<file path="src/rtl/fifo4_16.sv">
// fifo4_16: 4-entry x 16-bit synchronous FIFO with valid/ready handshakes on both sides.
//   clk, reset_n (sync, active-low)
//   in_data[15:0], in_valid -> in_ready           producer side
//   out_data[15:0], out_valid <- out_ready        consumer side; head is read through mux4way16
//   almost_full (count >= AFULL_LEVEL), empty (count == 0)
//   FIFO4_16_LEVEL_EN: adds level[2:0] (occupancy) and sticky overflow_err (pop attempted while empty)
module mux4way16 (
    input  logic [15:0] a,
    input  logic [15:0] b,
    input  logic [15:0] c,
    input  logic [15:0] d,
    input  logic [1:0]  sel,
    output logic [15:0] out
);
    assign out = sel[1] ? (sel[0] ? d : c) : (sel[0] ? b : a);
endmodule

module fifo4_16 #(
    parameter int AFULL_LEVEL = 3
) (
    input  logic        clk,
    input  logic        reset_n,
    input  logic [15:0] in_data,
    input  logic        in_valid,
    output logic        in_ready,
    output logic [15:0] out_data,
    output logic        out_valid,
    input  logic        out_ready,
    output logic        almost_full,
    output logic        empty
`ifdef FIFO4_16_LEVEL_EN
    ,
    output logic [2:0]  level,
    output logic [0:0]  overflow_err
`endif
);
    logic [15:0] slot_q [4];
    logic [15:0] slot_d [4];
    logic [1:0]  wr_ptr_q, wr_ptr_d, rd_ptr_q, rd_ptr_d;
    logic [2:0]  count_q, count_d;
    logic        push, pop;

    assign in_ready    = count_q != 3'd4;
    assign out_valid   = count_q != 3'd0;
    assign empty       = ~out_valid;
    assign almost_full = count_q >= 3'(AFULL_LEVEL);
    assign push        = in_valid & in_ready;
    assign pop         = out_valid & out_ready;

    always_comb begin
        slot_d = slot_q;
        if (push) slot_d[wr_ptr_q] = in_data;
        wr_ptr_d = wr_ptr_q + 2'(push);
        rd_ptr_d = rd_ptr_q + 2'(pop);
        count_d  = (push && !pop) ? count_q + 3'd1 : (pop && !push) ? count_q - 3'd1 : count_q;
    end

    always_ff @(posedge clk) begin
        if (!reset_n) begin
            for (int i = 0; i < 4; i++) slot_q[i] <= '0;
            wr_ptr_q <= '0;
            rd_ptr_q <= '0;
            count_q  <= '0;
        end else begin
            slot_q   <= slot_d;
            wr_ptr_q <= wr_ptr_d;
            rd_ptr_q <= rd_ptr_d;
            count_q  <= count_d;
        end
    end

    mux4way16 u_mux (
        .a  (slot_q[0]),
        .b  (slot_q[1]),
        .c  (slot_q[2]),
        .d  (slot_q[3]),
        .sel(rd_ptr_q),
        .out(out_data)
    );

`ifdef FIFO4_16_LEVEL_EN
    logic err_q, err_d;
    // sticky: any cycle the consumer asks for data while nothing is held
    assign err_d        = err_q | (out_ready & ~out_valid);
    assign level        = count_q;
    assign overflow_err = err_q;

    always_ff @(posedge clk) begin
        if (!reset_n) err_q <= 1'b0;
        else          err_q <= err_d;
    end
`endif
endmodule

</file>
<file path="config.mk">
export PLATFORM = sky130hd
export DESIGN_NAME = fifo4_16
export DESIGN_NICKNAME = d
export VERILOG_FILES = /design/src/rtl/fifo4_16.sv
export SDC_FILE = /design/constraint.sdc
export NUM_CORES = 1
export LEC_CHECK = 0
export BUFFER_PORTS_ARGS = -buffer_cell sky130_fd_sc_hd__buf_4
export CAP_MARGIN = 20
export CORE_ASPECT_RATIO = 1.5
export CORE_UTILIZATION = 45
export DETAILED_ROUTE_END_ITERATION = 10
export PLACE_DENSITY_LB_ADDON = 0.1
export SYNTH_ARGS = -nofsm -noshare
export SYNTH_HDL_FRONTEND = slang
export SYNTH_HIERARCHICAL = 1
export SYNTH_SLANG_ARGS = --single-unit
</file>
<file path="constraint.sdc">
create_clock -name clk -period 6.1 [get_ports clk]
set_input_delay 0.61 -clock clk [delete_from_list [all_inputs] [get_ports clk]]
set_output_delay 0.61 -clock clk [all_outputs]
set_load 0.005 [all_outputs]
</file>
After elaboration in Yosys (flattened, before gate mapping)
Index checks and enable logic that the tools add are counted.

operators by class
  add/sub/neg operators = 4
  magnitude comparators = 3
  equality and inequality tests = 1
  multiplexer cells = 8
  bitwise operators = 4
  reduce and logical (&&, ||, !) cells = 7

operator list
  kind                   number
  $bwmux W64             1
  $mux W16               4
  $demux W16 S2          1
  $mux W3                2
  $add A2 B1 Y2          2
  $add A3 B1 Y3 const B  1
  $ge A3 B2 Y1 const B   1
  $ge A3 B3 Y1 const B   1
  $logic_and A1 B1 Y1    3
  $lt A3 B1 Y1 const B   1
  $ne A3 B3 Y1 const B   1
  $not A2 Y3             1
  $reduce_bool A3 Y1     1
  $sub A3 B1 Y3 const B  1
  $and A1 B1 Y1          2
  $logic_not A1 Y1       2
  $reduce_bool A2 Y1     1
  $not A1 Y1             1

storage, ports and cells
  register bits after elaboration = 71
  input bits = 20
  output and inout bits = 20
  word-level logic and storage cells = 34

Longest topological paths before layout
Gate-level depths: netlist of run 1.

  word-level depth = 6
  depth in mapped cells = 8

Cells and area by module
Netlist of run 1, hierarchy kept.

by module, submodules not included
  module     instances  cells an instance  area an instance (um^2)  sequential area each (um^2)
  fifo4_16   1          264                2716.4                   1421.4
  mux4way16  1          20                 424.2                    0.0

Least setup slack after synthesis of run 1
Ideal clock, no wire load.

  kind = register to register
  start point = register count_q[0]
  end point = register count_q[2]
  library setup time = 0.076 ns
  arrival time = 2.010 ns
  path slack = 4.014 ns
  cell stages (with the launch flop) = 9
  buffers on the path = 0
  clock period less this slack = 2.086 ns
  cells stage by stage = dfxtp_1 or3_1 nand2_1 ha_1 inv_1 fa_1 xor2_1 or3_1 a21boi_0

between the ends
  cells in the longest elaborated chain, start to end = 5
  elaborated cells between the ends (all ways) = 13

RTL lines
  what                                                  line  source
  from (decl)                                           40    logic [2:0] count_q, count_d;
  from (signal assigned)                                68    count_q <= count_d;
  $reduce_bool A3 Y1 (*)                                44    assign out_valid = count_q != 3'd0;
  net out_valid                                         27    output logic out_valid,
  $and A1 B1 Y1 (*)                                     48    assign pop = out_valid & out_ready;
  $logic_not A1 Y1                                      55    count_d = (push && !pop) ? count_q + 3'd1 : (pop && !push) ? count_q - 3'd1 : count_q;
  $logic_and A1 B1 Y1                                   55
  $mux W3 / $reduce_bool A2 Y1 (equally long branches)  --

The timed path passes the listed nets; every way through them passes the cells marked *. The select of a mux whose other input is x is not followed.
A chain may end at the register's enable or synchronous reset.

Final worst setup path of run 1
  start point = register rd_ptr_q[0]
  end point = output out_data[1]

between the ends
  cells in the longest elaborated chain, start to end = 2
  elaborated cells between the ends (all ways) = 3

RTL lines
  what                    line  source
  from (decl)             39    logic [1:0] wr_ptr_q, wr_ptr_d, rd_ptr_q, rd_ptr_d;
  from (signal assigned)  67    rd_ptr_q <= rd_ptr_d;
  $mux W16                15    assign out = sel[1] ? (sel[0] ? d : c) : (sel[0] ? b : a);
  $mux W16 (*)            15
  to (decl)               26    output logic [15:0] out_data,

Mark *: on every way between the ends. The rest lies on a longest branch, timed or not.

==> results of run 1 <==
[how the worst max path moves through the flow]
stage                                          to  slack (ns)  cells past startpoint
after floorplan           count_q[2]$_SDFFE_PN0P_        4.01                      8
after global placement    count_q[2]$_SDFFE_PN0P_        3.91                      8
after detailed placement  count_q[2]$_SDFFE_PN0P_        3.84                      8
after CTS                             out_data[1]        3.51                      3
after global routing                  out_data[1]        3.45                      3
final                                 out_data[1]        3.56                      3
[area by class of cell]
class | count | area (um^2)
clock buffer | 13 | 149
clock inverter | 3 | 18.8
fill | 604 | 3010
inverter | 4 | 15.0
multi-input combinational | 188 | 1590
sequential | 71 | 1420
tap | 76 | 95.1
timing repair buffer | 43 | 330
[kinds of logic after synthesis]
logic type / Yosys count / synth area share [%]
AND/OR/NAND/NOR: 96 / 13.2
adder cells (fa/ha/maj): 4 / 1.83
flip-flops: 71 / 45.3
XOR/XNOR: 4 / 1.12
multiplexers: 81 / 32.9
AO/OA/AOI/OAI: 3 / 0.637
buffers and inverters: 25 / 5.06
[cell usage in the layout, fill, tap and decap left out, types with 4 or more instances in the layout]
master,Yosys,routed
nand2_1,82,82
dfxtp_1,71,71
mux2i_1,65,65
buf_4,1,42
clkbuf_8,0,10
mux4_2,10,10
mux4_1,6,6
and2_1,5,5
inv_1,4,4
[per-layer routing]
| metal | vias up | part of all wire [%] | GRT usage, % |
|---|---|---|---|
| li1 | 1039 | - | - |
| met1 | 989 | 46 | 22.9 |
| met2 | 33 | 49 | 28.4 |
| met3 | 7 | 2.6 | 3.78 |
| met4 | 0 | 1.5 | 7.29 |
| met5 | - | 0 | 0 |
[stage by stage]
step           area, um^2  hold WS, ns
2_1_floorplan        3140        0.430
3_3_place_gp         3430        0.438
3_5_place_dp         3430        0.446
4_1_cts              3600        0.457
5_1_grt              3620        0.473
6_report             3620        0.455
[tightest hold or removal path: cells and delay by family (launching register included)]
kind,cells,cell delay (ns)
muxes,1,0.05
and+or+nand+nor,1,0.05
DFF,1,0.31
[registers in the layout, summed over array words and instances (netlist names)]
signal / count
slot_q: 64
count_q: 3
rd_ptr_q: 2
wr_ptr_q: 2
[power by group]
group          internal, mW  switching, mW
combinational         0.191          0.146
sequential            0.514         0.0489
clock                 0.159          0.164
total                 0.864          0.359
==> impl_metrics.tcl, run 1 <==
set metrics [dict create \
    crit_buf_inv 2 \
    io_buffer_count 39 \
    powerDensity_nw_per_um2 338 \
    die_h_um 104 \
    hold_depth 2 \
    stdcell_count 398 \
    finalCritPeriodShare_pct 41.7 \
    syn-num-nets 308 \
    drt_pass1_iterations 4 \
    chipWidth_um 70.2 \
    drt-total-wl_um 6060 \
    worst-slew-pin-transition_ns 1.06 \
    total_leakage_power_nw 1.46 \
    place_ws_ns 3.84 \
    ant_nets 0 \
    hold_viol 0 \
    synth_common_cells "82 x nand2_1, 71 x dfxtp_1, 65 x mux2i_1" \
    finalMaxSlewViolations 0 \
    outcome "complete, no violations" \
    path_delay_family "multiplexers" \
    via_per_inst 5.20 \
    hold_end "slot_q[22]$_SDFFE_PN0P_" \
    power_mw 1.22 \
    die-area_um2 7320 \
    place.gp.congestion 0.667 \
    start_util_pct 47.4 \
    diodes 0 \
    coreArea_um2 6620 \
    synthMostInstantiatedCell "nand2_1" \
    syn-cell-area_um2 3140 \
    irDropWorstVdd_mv 0.140 \
    arrival_ns 1.93 \
    synth_top_area_share_pct 45.3 \
    cts.root.buffer_cell "clkbuf_8" \
    ctsHtreeMaxLevel 3 \
    synth-seq-cells 71 \
    ff2ff_setup_slack_ns 3.87 \
    final_nets 341 \
    endpoint_kind "output pin" \
    relSlewSlack_pct 29.7 \
    postSynthCellCount 284 \
    hp-class "reg2reg" \
    critPathMaxStageDelay_ns 0.59 \
    avgRoutedWirePerCell_um 15.2 \
    pin_count 40 \
    synth_flop_cell "dfxtp_1" \
    rr_worst_depth 8 \
    critical_path.startpoint_type "flop" \
    synth_top_area_cell "dfxtp_1" \
    r2r-end "count_q[2]$_SDFFE_PN0P_" \
    period_minus_slack_ns 2.54 \
    cts_buffers 9 \
    antenna_found_initial 0 \
    num_vias 2068 \
    grt_pass1_vias 2021 \
    cts_tree "yes" \
    cts_resized 0 \
    drc 0 \
    fin_worst_skew_ns 0.00864 \
    postCtsSetupBuffers 0 \
    critPathKind "reg2out" \
    slowest_stage "mux4_1" \
    rsz0062_at_grt "no" \
    ctsHoldBuffers 0 \
    clock_path_buffers 2 \
    r2r_start "count_q[0]$_SDFFE_PN0P_" \
    tns_ns 0 \
    syn_area_per_cell_um2 11.1 \
    grt_first_pass_wirelength_um 10000 \
    ys_types 27 \
    yosysSeqAreaShare_pct 45.3 \
    crit_path_cell_trace "buf_4 > mux4_1 > buf_4" \
    drive_gt1_share_pct 21.7 \
    max_freq_mhz 393 \
    row_count 36 \
    post-dp-hpwl_um 3770 \
    yosys-top-cells-area "dfxtp_1 45%, mux2i_1 21%, nand2_1 9.8%" \
    cts_sinks 71 \
    clk_pin_slew_worst_paths_ns 0.07 \
    grt-ovfl-total 0 \
    path_max_fanout 12 \
    synth_edf_count 0 \
    place_inst 381 \
    crit_required_ns 5.49 \
    grt_util_all_layers_pct 17.7 \
    setup_viol 0 \
    yosys_warnings 6 \
    startpoint "rd_ptr_q[0]$_SDFF_PN0_" \
    areaGrowthSynthToFinish_pct 15.1 \
    crit_top_cell "buf_4" \
    clkLatencyLatePin_ns 0.33 \
    worstHoldStart "slot_q[22]$_SDFFE_PN0P_" \
    drt_iter0_drc 104 \
    async_flop_share_pct 0 \
    setup_ws_ns 3.56 \
    drv_cap 0 \
    final_util_pct 54.6 \
    grt_start_max_net_pins 88 \
]
(Power assumes the default switching activity.)
==> run 2: changes to the inputs <==
==> constraint.sdc (replaced) <==
create_clock -name clk -period 2.5 [get_ports clk]
set_input_delay 0.25 -clock clk [delete_from_list [all_inputs] [get_ports clk]]
set_output_delay 0.25 -clock clk [all_outputs]
set_load 0.005 [all_outputs]
==> run 2 against run 1 <==
Clock power increased to 3.2 times the previous value. Via count is 0.82% higher. Combinational power increased to 2.6 times the previous value. Die area stayed put. Clock-buffer cell count fell by 2. Largest cell class unchanged.
==> impl_metrics.tcl, run 2 (synthesis gave the netlist of run 1 again) <==
set metrics [dict create \
    post-dp-hpwl_um 3750 \
    worstHoldStart "in_data[13]" \
    irDropWorstVdd_mv 0.463 \
    layout_common_cells "82 x nand2_1, 71 x dfxtp_1, 65 x mux2i_1, 49 x buf_4, 11 x clkbuf_8" \
    cts_tree "yes" \
    max_freq_mhz 463 \
    finalCritPeriodShare_pct 86.5 \
    drv_cap 0 \
    critical_path.startpoint_type "flop" \
    layout_commonest_cell "nand2_1" \
    powerDensity_nw_per_um2 873 \
    hp-class "in2reg" \
    fin_worst_skew_ns 0.00566 \
    grt_start_max_net_pins 74 \
    ctsHtreeMaxLevel 3 \
    fill_cells 576 \
    ff2ff_setup_slack_ns 0.34 \
    period_minus_slack_ns 2.16 \
    crit_top_cell "or3_1" \
    outcome "complete, no violations" \
    pin_count 40 \
    stdcell_count 404 \
    swShare_pct 27.8 \
    die-area_um2 7320 \
    drt_pass1_iterations 6 \
    coreArea_um2 6620 \
    hold_viol 0 \
    areaGrowthSynthToFinish_pct 18.4 \
    p_seq_share_pct 41.2 \
    place_inst 388 \
    path_delay_family "simple AND/OR/NAND/NOR gates" \
    pwr-share-clk_pct 32.0 \
    avgRoutedWirePerCell_um 14.8 \
    postCtsSetupBuffers 0 \
    drive_gt1_share_pct 24.1 \
    cp_num_cells 8 \
    clk_pin_slew_worst_paths_ns 0.07 \
    r2r-end "count_q[2]$_SDFFE_PN0P_" \
    grt_first_pass_wirelength_um 9800 \
    grt_pass1_vias 2044 \
    rsz0062_at_grt "no" \
    cts.root.buffer_cell "clkbuf_8" \
    endpoint_kind "flop" \
    power_mw 3.25 \
    drc 0 \
    start_util_pct 47.4 \
    relSlewSlack_pct 53.7 \
    diodes 0 \
    setup_viol 0 \
    row_count 36 \
    cts_sinks 71 \
    ant_nets 0 \
    drt_iter0_drc 91 \
    antenna_found_initial 0 \
    chipWidth_um 70.2 \
    die_h_um 104 \
    path_max_fanout 5 \
    critPathKind "reg2reg" \
    cts_buffers 9 \
    timing.hold.ws_ns 0.232 \
    clkLatencyLatePin_ns 0.34 \
    power.internal_mw 2.34 \
    worst-slew-pin-transition_ns 0.694 \
    slowest_stage "or3_1" \
    final_nets 347 \
    switchingPower_mw 0.902 \
    crit_path_cell_trace "or3_1 > nand2_1 > ha_1 > inv_1 > fa_1 > xor2_1 > or3_1 > a21boi_0" \
    crit_required_ns 2.77 \
    arrival_ns 2.43 \
    grt_util_all_layers_pct 17.3 \
    hold_depth 3 \
    rr_worst_depth 8 \
    via_per_inst 5.16 \
    ctsHoldBuffers 0 \
    largest-register "slot_q" \
    top_regs "slot_q: 64 flops, count_q: 3 flops" \
    tns_ns 0 \
    place.gp.congestion 0.723 \
    r2r_start "count_q[0]$_SDFFE_PN0P_" \
    placed_area_um2 3490 \
    drt-total-wl_um 5980 \
    finalMaxSlewViolations 0 \
    crit_buf_inv 1 \
    critPathMaxStageDelay_ns 0.40 \
    io_buffer_count 39 \
    hold_end "slot_q[61]$_SDFFE_PN0P_" \
    fin_area_um2 3720 \
    clock_path_buffers 2 \
    combPwrFrac_pct 26.7 \
    total_leakage_power_nw 1.51 \
    num_vias 2085 \
    cts_resized 0 \
    grt-ovfl-total 0 \
    largest_register_ffs 64 \
]
run 2: cell count changes in the layout (fill, tap and decap cells not counted), moves of 2 or more:
cell,change
buf_4,+7
clkbuf_1,-3
bufinv_16,+2
clkinvlp_4,+2
run 2: worst min-delay path, cell delays in order:
cell and delay, ns:
buf_4 0.08, nand2_1 0.09, mux2i_1 0.13
run 2: routing by layer:
metal  GRT usage [%]  routed length, um
met5               0                  0
met4            8.14                106
met3            4.55                240
met2            28.2               2910
met1            21.0               2720
run 2: worst max-delay path by stage:
stage | from | endpoint | slack (ns)
floorplan | count_q[0]$_SDFFE_PN0P_ | count_q[2]$_SDFFE_PN0P_ | 0.41
global placement | count_q[0]$_SDFFE_PN0P_ | count_q[2]$_SDFFE_PN0P_ | 0.37
global route | count_q[0]$_SDFFE_PN0P_ | count_q[2]$_SDFFE_PN0P_ | 0.15
CTS | count_q[0]$_SDFFE_PN0P_ | count_q[2]$_SDFFE_PN0P_ | 0.31
finish | count_q[0]$_SDFFE_PN0P_ | count_q[2]$_SDFFE_PN0P_ | 0.34
detailed placement | count_q[0]$_SDFFE_PN0P_ | count_q[2]$_SDFFE_PN0P_ | 0.34
run 2: final cells by class:
class | count | area, um^2 | area share (%)
multi-input combinational | 188 | 1590 | 42.7
sequential | 71 | 1420 | 38.2
timing repair buffer | 49 | 368 | 9.90
clock buffer | 11 | 151 | 4.07
tap | 76 | 95.1 | 2.56
clock inverter | 5 | 80.1 | 2.15
inverter | 4 | 15.0 | 0.404
run 2: per-stage QoR:
stage | worst slack [ns] | util [%]
floorplan | 0.414 | -
global placement | 0.368 | 52.6
detailed placement | 0.338 | 52.6
CTS | 0.308 | 56.1
global route | 0.149 | 56.1
finish | 0.338 | 56.1
run 2: power by group through the flow:
stage / Combinational, mW / Clock (mW) / Sequential [mW]
detailed placement: 0.881 / 0 / 1.36
finish: 0.868 / 1.04 / 1.34
CTS: 0.884 / 1.07 / 1.34
global route: 0.949 / 1.12 / 1.36
floorplan: 0.651 / 0 / 1.34
global placement: 0.871 / 0 / 1.36
